File: config.mk
export PLATFORM = sky130hd
export DESIGN_NAME = tia_collision_detector
export DESIGN_NICKNAME = d
export VERILOG_FILES = /design/src/rtl/tia_collision_detector.sv
export SDC_FILE = /design/constraint.sdc
export NUM_CORES = 1
export LEC_CHECK = 0
export CORE_MARGIN = 3
export CORE_UTILIZATION = 49
export CTS_CLUSTER_SIZE = 8
export DETAILED_ROUTE_END_ITERATION = 10
export PLACE_DENSITY = 0.86
export SLEW_MARGIN = 10
export SYNTH_ARGS = -nofsm -noshare
export SYNTH_HDL_FRONTEND = slang
export SYNTH_SLANG_ARGS = --single-unit
export TNS_END_PERCENT = 30
File: constraint.sdc
create_clock -name clkp -period 1.89 [get_ports clkp]
set_clock_uncertainty 0.15 [all_clocks]
set_input_delay 0.378 -clock clkp [delete_from_list [all_inputs] [get_ports clkp]]
set_output_delay 0.378 -clock clkp [all_outputs]
set_load 0.1 [all_outputs]
File: src/rtl/tia_collision_detector.sv
// TIA collision latch and CPU readback.
// Registers the six serial object bits each pixel clock, latches all fifteen
// pairwise overlaps as sticky flags, clears them on cxclr, and serves them
// back as the eight TIA collision registers.
// Optional feature macro: TIA_CX_FIRST_HIT_EN adds a column counter that
// records the column of the first P0-P1 overlap (readable at addr 8/9).

module tia_collision_detector (
   input  logic       clkp,
   input  logic       reset_bar,
   input  logic       p0,
   input  logic       p1,
   input  logic       m0,
   input  logic       m1,
   input  logic       bl,
   input  logic       pf,
   input  logic       blank,
   input  logic       line_start,
   input  logic       cxclr,
   input  logic       rd_req,
   input  logic [3:0] addr,
   output logic       rd_ack,
   output logic [7:0] rd_data
);

   // Collision latch bit positions
   localparam int CX_M0P1 = 0;
   localparam int CX_M0P0 = 1;
   localparam int CX_M1P0 = 2;
   localparam int CX_M1P1 = 3;
   localparam int CX_P0PF = 4;
   localparam int CX_P0BL = 5;
   localparam int CX_P1PF = 6;
   localparam int CX_P1BL = 7;
   localparam int CX_M0PF = 8;
   localparam int CX_M0BL = 9;
   localparam int CX_M1PF = 10;
   localparam int CX_M1BL = 11;
   localparam int CX_BLPF = 12;
   localparam int CX_P0P1 = 13;
   localparam int CX_M0M1 = 14;

   logic        s1_p0;
   logic        s1_p1;
   logic        s1_m0;
   logic        s1_m1;
   logic        s1_bl;
   logic        s1_pf;
   logic [14:0] cx;
   logic [14:0] hits;
   logic [14:0] cx_view;
   logic [7:0]  rd_mux;

   // Stage S1: capture the pixel's object bits, blanked pixels contribute nothing
   always_ff @(posedge clkp) begin
      if (!reset_bar) begin
         s1_p0 <= 1'b0;
         s1_p1 <= 1'b0;
         s1_m0 <= 1'b0;
         s1_m1 <= 1'b0;
         s1_bl <= 1'b0;
         s1_pf <= 1'b0;
      end else begin
         s1_p0 <= p0 & ~blank;
         s1_p1 <= p1 & ~blank;
         s1_m0 <= m0 & ~blank;
         s1_m1 <= m1 & ~blank;
         s1_bl <= bl & ~blank;
         s1_pf <= pf & ~blank;
      end
   end

   // Pairwise overlap detection on the registered pixel
   always_comb begin
      hits          = '0;
      hits[CX_M0P1] = s1_m0 & s1_p1;
      hits[CX_M0P0] = s1_m0 & s1_p0;
      hits[CX_M1P0] = s1_m1 & s1_p0;
      hits[CX_M1P1] = s1_m1 & s1_p1;
      hits[CX_P0PF] = s1_p0 & s1_pf;
      hits[CX_P0BL] = s1_p0 & s1_bl;
      hits[CX_P1PF] = s1_p1 & s1_pf;
      hits[CX_P1BL] = s1_p1 & s1_bl;
      hits[CX_M0PF] = s1_m0 & s1_pf;
      hits[CX_M0BL] = s1_m0 & s1_bl;
      hits[CX_M1PF] = s1_m1 & s1_pf;
      hits[CX_M1BL] = s1_m1 & s1_bl;
      hits[CX_BLPF] = s1_bl & s1_pf;
      hits[CX_P0P1] = s1_p0 & s1_p1;
      hits[CX_M0M1] = s1_m0 & s1_m1;
   end

   // Stage S2: sticky latches; a clear discards any set arriving on the same edge
   always_ff @(posedge clkp) begin
      if (!reset_bar) begin
         cx <= '0;
      end else if (cxclr) begin
         cx <= '0;
      end else begin
         cx <= cx | hits;
      end
   end

   // Reads see the latches as they are about to become, ignoring a concurrent
   // clear, so a pixel is readable one edge after it reaches S1 and a read on
   // the clearing edge still returns the pre-clear contents.
   assign cx_view = cx | hits;

`ifdef TIA_CX_FIRST_HIT_EN
   logic [7:0] col;
   logic [7:0] s1_col;
   logic [7:0] fh_col;
   logic       fh_valid;
   logic       fh_event;
   logic [7:0] fh_col_view;
   logic       fh_valid_view;

   // Column counter: counts unblanked pixels, saturates, line_start restarts it
   always_ff @(posedge clkp) begin
      if (!reset_bar) begin
         col <= 8'd0;
      end else if (line_start) begin
         col <= 8'd0;
      end else if (!blank && col != 8'hFF) begin
         col <= col + 8'd1;
      end
   end

   // Column of the pixel currently held in S1
   always_ff @(posedge clkp) begin
      if (!reset_bar) begin
         s1_col <= 8'd0;
      end else begin
         s1_col <= col;
      end
   end

   assign fh_event = hits[CX_P0P1] & ~cx[CX_P0P1];

   // First-hit record: captured only on the P0-P1 latch 0->1 transition
   always_ff @(posedge clkp) begin
      if (!reset_bar) begin
         fh_col   <= 8'hFF;
         fh_valid <= 1'b0;
      end else if (cxclr) begin
         fh_col   <= 8'hFF;
         fh_valid <= 1'b0;
      end else if (fh_event) begin
         fh_col   <= s1_col;
         fh_valid <= 1'b1;
      end
   end

   assign fh_col_view   = fh_event ? s1_col : fh_col;
   assign fh_valid_view = fh_valid | fh_event;
`else
   logic unused_line_start;
   assign unused_line_start = line_start;
`endif

   // Collision register read map
   always_comb begin
      rd_mux = 8'h00;
      case (addr)
         4'd0: rd_mux = {cx_view[CX_M0P1], cx_view[CX_M0P0], 6'b0};
         4'd1: rd_mux = {cx_view[CX_M1P0], cx_view[CX_M1P1], 6'b0};
         4'd2: rd_mux = {cx_view[CX_P0PF], cx_view[CX_P0BL], 6'b0};
         4'd3: rd_mux = {cx_view[CX_P1PF], cx_view[CX_P1BL], 6'b0};
         4'd4: rd_mux = {cx_view[CX_M0PF], cx_view[CX_M0BL], 6'b0};
         4'd5: rd_mux = {cx_view[CX_M1PF], cx_view[CX_M1BL], 6'b0};
         4'd6: rd_mux = {cx_view[CX_BLPF], 7'b0};
         4'd7: rd_mux = {cx_view[CX_P0P1], cx_view[CX_M0M1], 6'b0};
`ifdef TIA_CX_FIRST_HIT_EN
         4'd8: rd_mux = fh_col_view;
         4'd9: rd_mux = {fh_valid_view, 7'b0};
`endif
         default: rd_mux = 8'h00;
      endcase
   end

   // Read response: one-cycle latency, data forced to zero when not acking
   always_ff @(posedge clkp) begin
      if (!reset_bar) begin
         rd_ack  <= 1'b0;
         rd_data <= 8'h00;
      end else begin
         rd_ack  <= rd_req;
         rd_data <= rd_req ? rd_mux : 8'h00;
      end
   end

endmodule

# [Word-level counts from Yosys, hierarchy flattened]
# Cells that the tools add are included.
# Widths: inputs -> output; s select.
[word_totals] ff_bits=30 input_bits=16 out_inout_bits=9 elab_cells=44
[op_classes] n_reduce_logical=3 bitwise=24 eq_ne=7 mux=1
[op_table] operator="$pmux 8 s8" count=1
[op_table] operator="$and 1x1->1" count=21
[op_table] operator="$eq 4x3->1 const B" count=4
[op_table] operator="$or 15x15->15" count=1
[op_table] operator="$eq 4x2->1 const B" count=2
[op_table] operator="$eq 4x1->1 const B" count=1
[op_table] operator="$logic_not 4->1" count=1
[op_table] operator="$not 1->1" count=2
[op_table] operator="$reduce_and 2->1" count=1
[op_table] operator="$reduce_or 2->1" count=1

# [Logic depth before layout (Yosys ltp)]
[depth] ltp_word=3 ltp_mapped=5 mapped_depth_nobuf=4

# [Worst setup path after synthesis]
# OpenSTA, ideal clock, no wires.
[synth_path] path_type="register to output" startpoint="reg rd_ack" endpoint="out rd_ack" arrival_time_ps=909 slack_ps=453 path_stages_with_launch=1 n_path_buf=0 required_ps=1362 cell_sequence="dfxtp_1"
[synth_lines] element="from (decl)" line_no="22" source="output logic rd_ack,"
[synth_lines] element="from (signal assigned)" line_no="187" source="rd_ack <= rd_req;"
# No word-level cell between the ends.

# [Worst setup path after layout]
[layout_path] startpoint="in addr[2]" endpoint="reg rd_data[6]"
[layout_via] elab_chain_len=2 elab_cells_between_ends=9 classes_between="eq/ne: 7; mux: 1; reduce/logical: 1"
[layout_rtl] element="from (decl)" line_no="21" source="input logic [3:0] addr,"
[layout_rtl] element="$eq 4x3->1, or another cell as far along" line_no="164" source="case (addr)"
[layout_rtl] element="$pmux 8 s8 (*)" line_no="164"
[layout_rtl] element="to (signal assigned)" line_no="188" source="rd_data <= rd_req ? rd_mux : 8'h00;"
[layout_rtl] element="to (decl)" line_no="23" source="output logic [7:0] rd_data"
# Every way passes the cells marked *; elsewhere a longest branch is shown, timed or not.
# A chain may end at the register's enable or synchronous reset.

==> results.cfg <==
[power_and_ir_drop]
pwr_density_cell_mw_per_mm2 = 787.3
static-leakage-power_nw = 0.4292
irDropWorstVdd_mv = 0.5331

[worst_setup_path]
required_ns = 1.99
critical_path.cell_chain = clkdlybuf4s50_1 > a211oi_1 > a2111oi_2 > nor3_1 > a21oi_2
crit_buf_inv = 1
timing.critical_path.slowest_stage_cell = clkdlybuf4s50_1
cp_slowest_stage_delay_ns = 0.63
worst_setup_path_start_kind = input port
worst_path_dominant_cell_family = buffers and inverters
cp_max_fo = 8
worstSetupPathType = input port to flop
critPathArrivalTime_ns = 1.71
critical_path.endpoint_type = flop

[cts]
clk_path_buf_depth = 2
clock_sinks = 24
clock_latency_at_the_later_pin_of_the_worst_skew_pair_ns = 0.30
cts_setup_buffers = 0
worst_setup_hold_path_clk_slew_ns = 0.12
cts_max_level = 1
tritoncts = yes
cts.repair.resized = 0
clock-root-buffer = clkbuf_4
cts_buffers = 3
post_cts_hold_buffers = 0

[sta]
final-setup-viol-count = 0
unrepaired_setup_endpoints_after_global_routing = no
final-max-slew-violation-count = 0
timing_worst_slew_pin_value_ns = 0.5424
peak_freq_ghz = 0.6183
final.min_clock_period_ns = 1.617
postLayoutSetupSlackWorst_ns = 0.2726
fin_tns_setup_ns = 0
hold_violations = 0
layout_worst_path_cycle_share_pct = 85.58
timing.slew.headroom_pct = 63.84

[die]
core_area_mm2 = 0.001745
die_height_um = 49.38
design.die.area_mm2 = 0.002438
io_pins = 25
initial_core_util_pct = 52.83
die_width_um = 49.38
placementRows = 15

[finish]
max_flop_register = cx
num_antenna_cells = 0
sequential_cell_area_um2 = 480.5
largest_reg_flops = 15
largestRegisters = cx (15), rd_data (2)
post_route_cells_drive_above_1_share_pct = 12.93
fill_cell_instance_count_of_the_final_layout = 150
finalNetCount = 133
flow.area_growth_from_synthesis_pct = 26.46
multi_input_comb_area_um2 = 395.4

[synth]
synth-seq-cells = 24
synth.lib_cells_used.distinct = 24
ys_top_cells_by_area = dfxtp_1, a21oi_1, nor2_1
netlist.area_leader.share_pct = 52.10
yosys_warnings = 0
post_synthesis_mean_instance_area_um2 = 9.606
yosysTopAreaCell = dfxtp_1
netlist_instances = 96
synth_area_um2 = 922.1
ys_seq_area_share_pct = 52.10

[route]
finalWirelength_mm = 1.732
detail_route.drc_violations = 0
wire_per_inst_um = 12.28
drtPass1Iterations = 4
drt_iter0_markers = 16
routed-via-count = 725
viasPerCell = 5.142
drtAntennaViolNets = 0

[placed_design]
gp_routability_congestion = 0.9251
placement.setup.worst_slack_ns = -0.04220
dpl.hpwl_mm = 1.319
io_buffers = 17

[grt]
first_pass_grt_wire_length_mm = 3.022
grt.overflow.total = 0
number_of_antenna_violations_at_the_first_check_in_global_routing = 0
vias_in_the_first_global_route = 716
track_usage_pct = 15.95
grt_start_max_net_pins = 16

[hold_path]
min-delay-path-class = flop to flop

[flow_run]
maxCapViolCount = 0

[status]
run_status = finished, final reports clean
## cell usage in the layout (no fill, tap or decap), drive strengths merged
| master | instances |
|---|---|
| a22oi | 1 |
| nand2 | 1 |
| a211oi | 1 |
| clkdlybuf4s50 | 14 |
| and2 | 7 |
| or3 | 1 |
| nand2b | 3 |
| conb | 6 |
| nor4bb | 1 |
| nor3 | 1 |
| nor2b | 1 |
| mux2i | 4 |
| a31oi | 1 |
| a21oi | 17 |
| buf | 6 |
| nor3b | 2 |
| a2111oi | 1 |
| nand3 | 1 |
| clkbuf | 4 |
| nor2 | 17 |
| dfxtp | 24 |
| o22ai | 2 |
## worst paths after layout
| kind | depth (start not counted) | slack (ns) | to | startpoint |
|---|---|---|---|---|
| worst max register to register | 4 | 0.45 | rd_data[6]$_SDFF_PN0_ | s1_m1$_SDFF_PN0_ |
| worst min-delay path | 2 | 0.31 | cx[7]$_SDFF_PP0_ | cx[7]$_SDFF_PP0_ |
| worst min register to register | 2 | 0.31 | cx[7]$_SDFF_PP0_ | cx[7]$_SDFF_PP0_ |
| worst max-delay path | 5 | 0.27 | rd_data[6]$_SDFF_PN0_ | addr[2] |
## worst reg2reg max path: stages (launching register included)
cell	delay, ns
dfxtp_1	0.47
a21oi_1	0.13
a2111oi_2	0.40
nor3_1	0.10
a21oi_2	0.14
## through the flow
| stage | std cells | total power [mW] | hold WS (ns) | util (%) | instance area [um^2] |
|---|---|---|---|---|---|
| 6_report | 141 | 0.9181 | 0.3143 | 66.81 | 1166 |
| 5_1_grt | 141 | 0.9596 | 0.3417 | 66.81 | 1166 |
| 4_1_cts | 141 | 0.9268 | 0.3198 | 66.81 | 1166 |
| 3_5_place_dp | 137 | 0.6720 | 0.2909 | 64.73 | 1130 |
| 3_3_place_gp | 137 | 0.6700 | 0.2864 | 64.73 | 1130 |
| 2_1_floorplan | 101 | 0.6349 | 0.2735 | - | 940.9 |
## per-layer routing
| metal | global-route usage [%] | wire length (um) | up-vias |
|---|---|---|---|
| met2 | 27.46 | 847 | 29 |
| met1 | 17.84 | 745 | 338 |
| li1 | - | - | 356 |
| met5 | 0 | 0 | - |
| met4 | 7.834 | 18 | 0 |
| met3 | 4.587 | 121 | 2 |
## synthesized netlist by cell type (all sizes together)
library cell / n
nor3: 1
clkbuf: 1
dfxtp: 24
nand2b: 3
a211oi: 1
nor2: 17
conb: 1
nor4bb: 1
a22oi: 1
nor2b: 1
o22ai: 2
a31oi: 1
nand2: 1
mux2i: 4
a21oi: 17
and2: 7
a2111oi: 1
nand3: 1
or3: 1
nor3b: 2
buf: 8
## report_power, final
part | leakage (nW) | switching [mW] | internal [mW]
clock | 0.0210 | 0.139 | 0.117
sequential | 0.195 | 0.00990 | 0.514
combinational | 0.214 | 0.0898 | 0.0479
## final cells by class
cell class                      instances  area share (%)
Multi-Input combinational cell         68           33.91
Tap cell                               25           2.682
Timing Repair Buffer                   20           19.10
Sequential cell                        24           41.20
Clock buffer                            4           3.112
## cells by family (layout without fill, tap and decap cells)
family,Yosys count,in the layout,share of synthesized area [%]
buffers and inverters,9,24,7.054
flip-flops,24,24,52.10
AO/OA/AOI/OAI,23,23,16.28
AND/OR/NAND/NOR,35,35,19.81
other,1,6,0.4067
multiplexers,4,4,4.342
No activity file was read; power rests on OpenSTA's default activity.
==> RTL edit: new RTL, same settings <==
Set the localparam `CX_M0BL` to 8 (it was 9).
--- a/src/rtl/tia_collision_detector.sv
+++ b/src/rtl/tia_collision_detector.sv
@@ -33,7 +33,7 @@
    localparam int CX_P1PF = 6;
    localparam int CX_P1BL = 7;
    localparam int CX_M0PF = 8;
-   localparam int CX_M0BL = 9;
+   localparam int CX_M0BL = 8;
    localparam int CX_M1PF = 10;
    localparam int CX_M1BL = 11;
    localparam int CX_BLPF = 12;
Formal check against the unedited RTL: not equivalent (Yosys sat finds a counterexample within 4 cycles, from zero or initial values and one cycle with reset_bar low).
==> RTL edit against the original RTL <==
Cell area down 2.4%. Sequential power down 3.8%. Area after synthesis down 1.8%. Power down 5.4%. Setup slack worse by 0.12 ns. Sequential cell count down 1. Final cell count up 1.4%. Count of clock-buffer cells in the layout unchanged. Routed wire length up 0.69%. Critical endpoint unchanged.
==> RTL edit: results (changes against the original RTL) <==
* Status: finished, final reports clean (unchanged)
* Clock latency on the worst-skew pair at 0.30 ns (about the same)
* Met3 routed WL at 94 um (was 121 um)
* Ys flop type: dfxtp_1 (unchanged)
* Distinct cell type count after synthesis at 24 (unchanged)
* Final Cycle Share at 0.917 (was 0.856)
* Final nets at 136 (was 133)
* Vias per inst at 5.28 (was 5.14)
* Setup Fix Bufs, Post-CTS at 0 (unchanged)
* Cts bufs inserted at 3 (unchanged)
* Sw Ratio at 0.278 (was 0.260)
* Clock Pin Slew Worst Setup and Hold Paths at 0.12 ns (about the same)
* Vias in the first global route at 739 (was 716)
* Antenna diode count at 0 (unchanged)
* Share of cells above drive strength 1 at 0.101 (was 0.129)
* Commonest non-fill, non-tap cell in the layout: dfxtp_1 (unchanged)
* Drt pass-1 iters at 4 (unchanged)
* FFs w/ async S/R, synth at 0 (unchanged)
* Crit Path Max Fanout at 2 (was 8)
* IO Port Bufs at 17 (unchanged)
* Crit path DAT at 1.77 ns (was 1.71 ns)
* Metal1 wirelength at 698 um (was 745 um)
* Post-CTS resize count at 0 (unchanged)
* Synth warnings at 0 (unchanged)
* GRT Total Usage at 0.160 (about the same)
* CTS max path bufs at 2 (unchanged)
* Largest net degree at the start of global routing at 15 (was 16)
* Lkg Pwr at 0.428 nW (was 0.429 nW)
* Seq/Total Area, Yosys at 0.508 (was 0.521)
* Critical path's top delay family: compound AO/OA/AOI/OAI gates (was buffers and inverters)
* H-tree level count at 1 (unchanged)
* Routed length per instance at 12.2 um (was 12.3 um)
* Peak supply drop at 0.000597 V (was 0.000533 V)
* Synth area leaders: dfxtp_1 51%, a21oi_1 8.3%, nor2_1 7.0% (was dfxtp_1 52%, a21oi_1 8.7%, nor2_1 6.9%)
* Detailed Route Iter0 Violations at 8 (was 16)
* CP max stage cell: clkdlybuf4s50_1 (unchanged)
* Highest routed layer: met4 (unchanged)
* Global-route wire length before repair at 3.05 mm (was 3.02 mm)
* Max reg flops at 14 (was 15)
* Slowest cell delay on critical path at 0.50 ns (was 0.63 ns)
* Initial antenna violation count at 0 (unchanged)
* Reg with most FFs: cx (unchanged)
* Drt total wl at 1.74 mm (was 1.73 mm)
* Met2 routed WL at 896 um (was 847 um)
* # placed instances at 139 (was 137)
* GP Congestion at 0.860 (was 0.925)
* Regs by FF count: cx (14), rd_data (2) (was cx (15), rd_data (2))
* Post-detail-place hpwl at 1.36 mm (was 1.32 mm)
* Hold Crit Class: reg2reg (unchanged)
* Synth cell count leaders: 23 x dfxtp_1, 17 x nor2_1, 15 x a21oi_1 (was 24 x dfxtp_1, 17 x nor2_1, 16 x a21oi_1)
* Root Driver: clkbuf_4 (unchanged)
* Syn Area/Cell at 9.06 sq um (was 9.61 sq um)
-- RTL edit: cell count changes after synthesis, sizes merged, moves of 2 or more --
cell	before	now
a211oi	1	4
nor2b	1	3
a221o	0	2
a21oi	17	15
o22ai	2	0
mux2	0	2
mux2i	4	0
nor3	1	3
-- RTL edit: cell type report --
cell class	count	area, sq um
Sequential cell	23	460
Fill cell	126	473
Multi-Input combinational cell	71	395
Inverter	1	3.75
Tap cell	24	30.0
Clock buffer	4	26.3
Timing Repair Buffer	20	223
-- RTL edit: worst paths after layout --
check	cells past startpoint	from	endpoint	slack [ns]
max	5	addr[2]	rd_data[6]$_SDFF_PN0_	0.16
min	2	cx[2]$_SDFF_PP0_	cx[2]$_SDFF_PP0_	0.32
max reg2reg	4	s1_bl$_SDFF_PN0_	rd_data[6]$_SDFF_PN0_	0.35
min reg2reg	2	cx[2]$_SDFF_PP0_	cx[2]$_SDFF_PP0_	0.32
-- RTL edit: metrics by stage --
| stage | worst slack, ns | utilization | instance area, sq um | TNS [ns] | hold WS (ns) |
|---|---|---|---|---|---|
| 2_1_floorplan | 0.396 | - | 925 | 0 | 0.274 |
| 3_3_place_gp | -0.147 | 0.690 | 1110 | -0.147 | 0.288 |
| 3_5_place_dp | -0.174 | 0.690 | 1110 | -0.174 | 0.296 |
| 4_1_cts | 0.161 | 0.707 | 1140 | 0 | 0.323 |
| 5_1_grt | 0.105 | 0.707 | 1140 | 0 | 0.344 |
| 6_report | 0.156 | 0.707 | 1140 | 0 | 0.317 |
-- RTL edit: worst reg2reg max path, stage by stage, from the launching register on --
cell	delay (ns)
dfxtp_1	0.40
mux2_1	0.32
a221o_1	0.30
a21oi_1	0.18
a211oi_1	0.09
-- RTL edit: kinds of logic (layout without fill, tap and decap cells) --
group                  Yosys count  after routing  share of synthesized area
AO/OA/AOI/OAI                   26             26                      0.182
buffers and inverters           11             25                     0.0760
flip-flops                      23             23                      0.508
multiplexers                     2              2                     0.0290
other                            1              6                    0.00414
AND/OR/NAND/NOR                 37             37                      0.200
-- RTL edit: metal layers --
layer / up-vias / global-route usage
met5: - / 0
met4: 0 / 0.109
met3: 7 / 0.0214
met2: 30 / 0.281
met1: 352 / 0.179
li1: 366 / -
-- RTL edit: power groups by stage --
stage | Clock (W) | Combinational [W] | Sequential (W)
floorplan | 0 | 0.0000964 | 0.000525
global route | 0.000248 | 0.000156 | 0.000506
finish | 0.000216 | 0.000148 | 0.000504
global placement | 0 | 0.000144 | 0.000515
detailed placement | 0 | 0.000148 | 0.000515
CTS | 0.000224 | 0.000148 | 0.000504
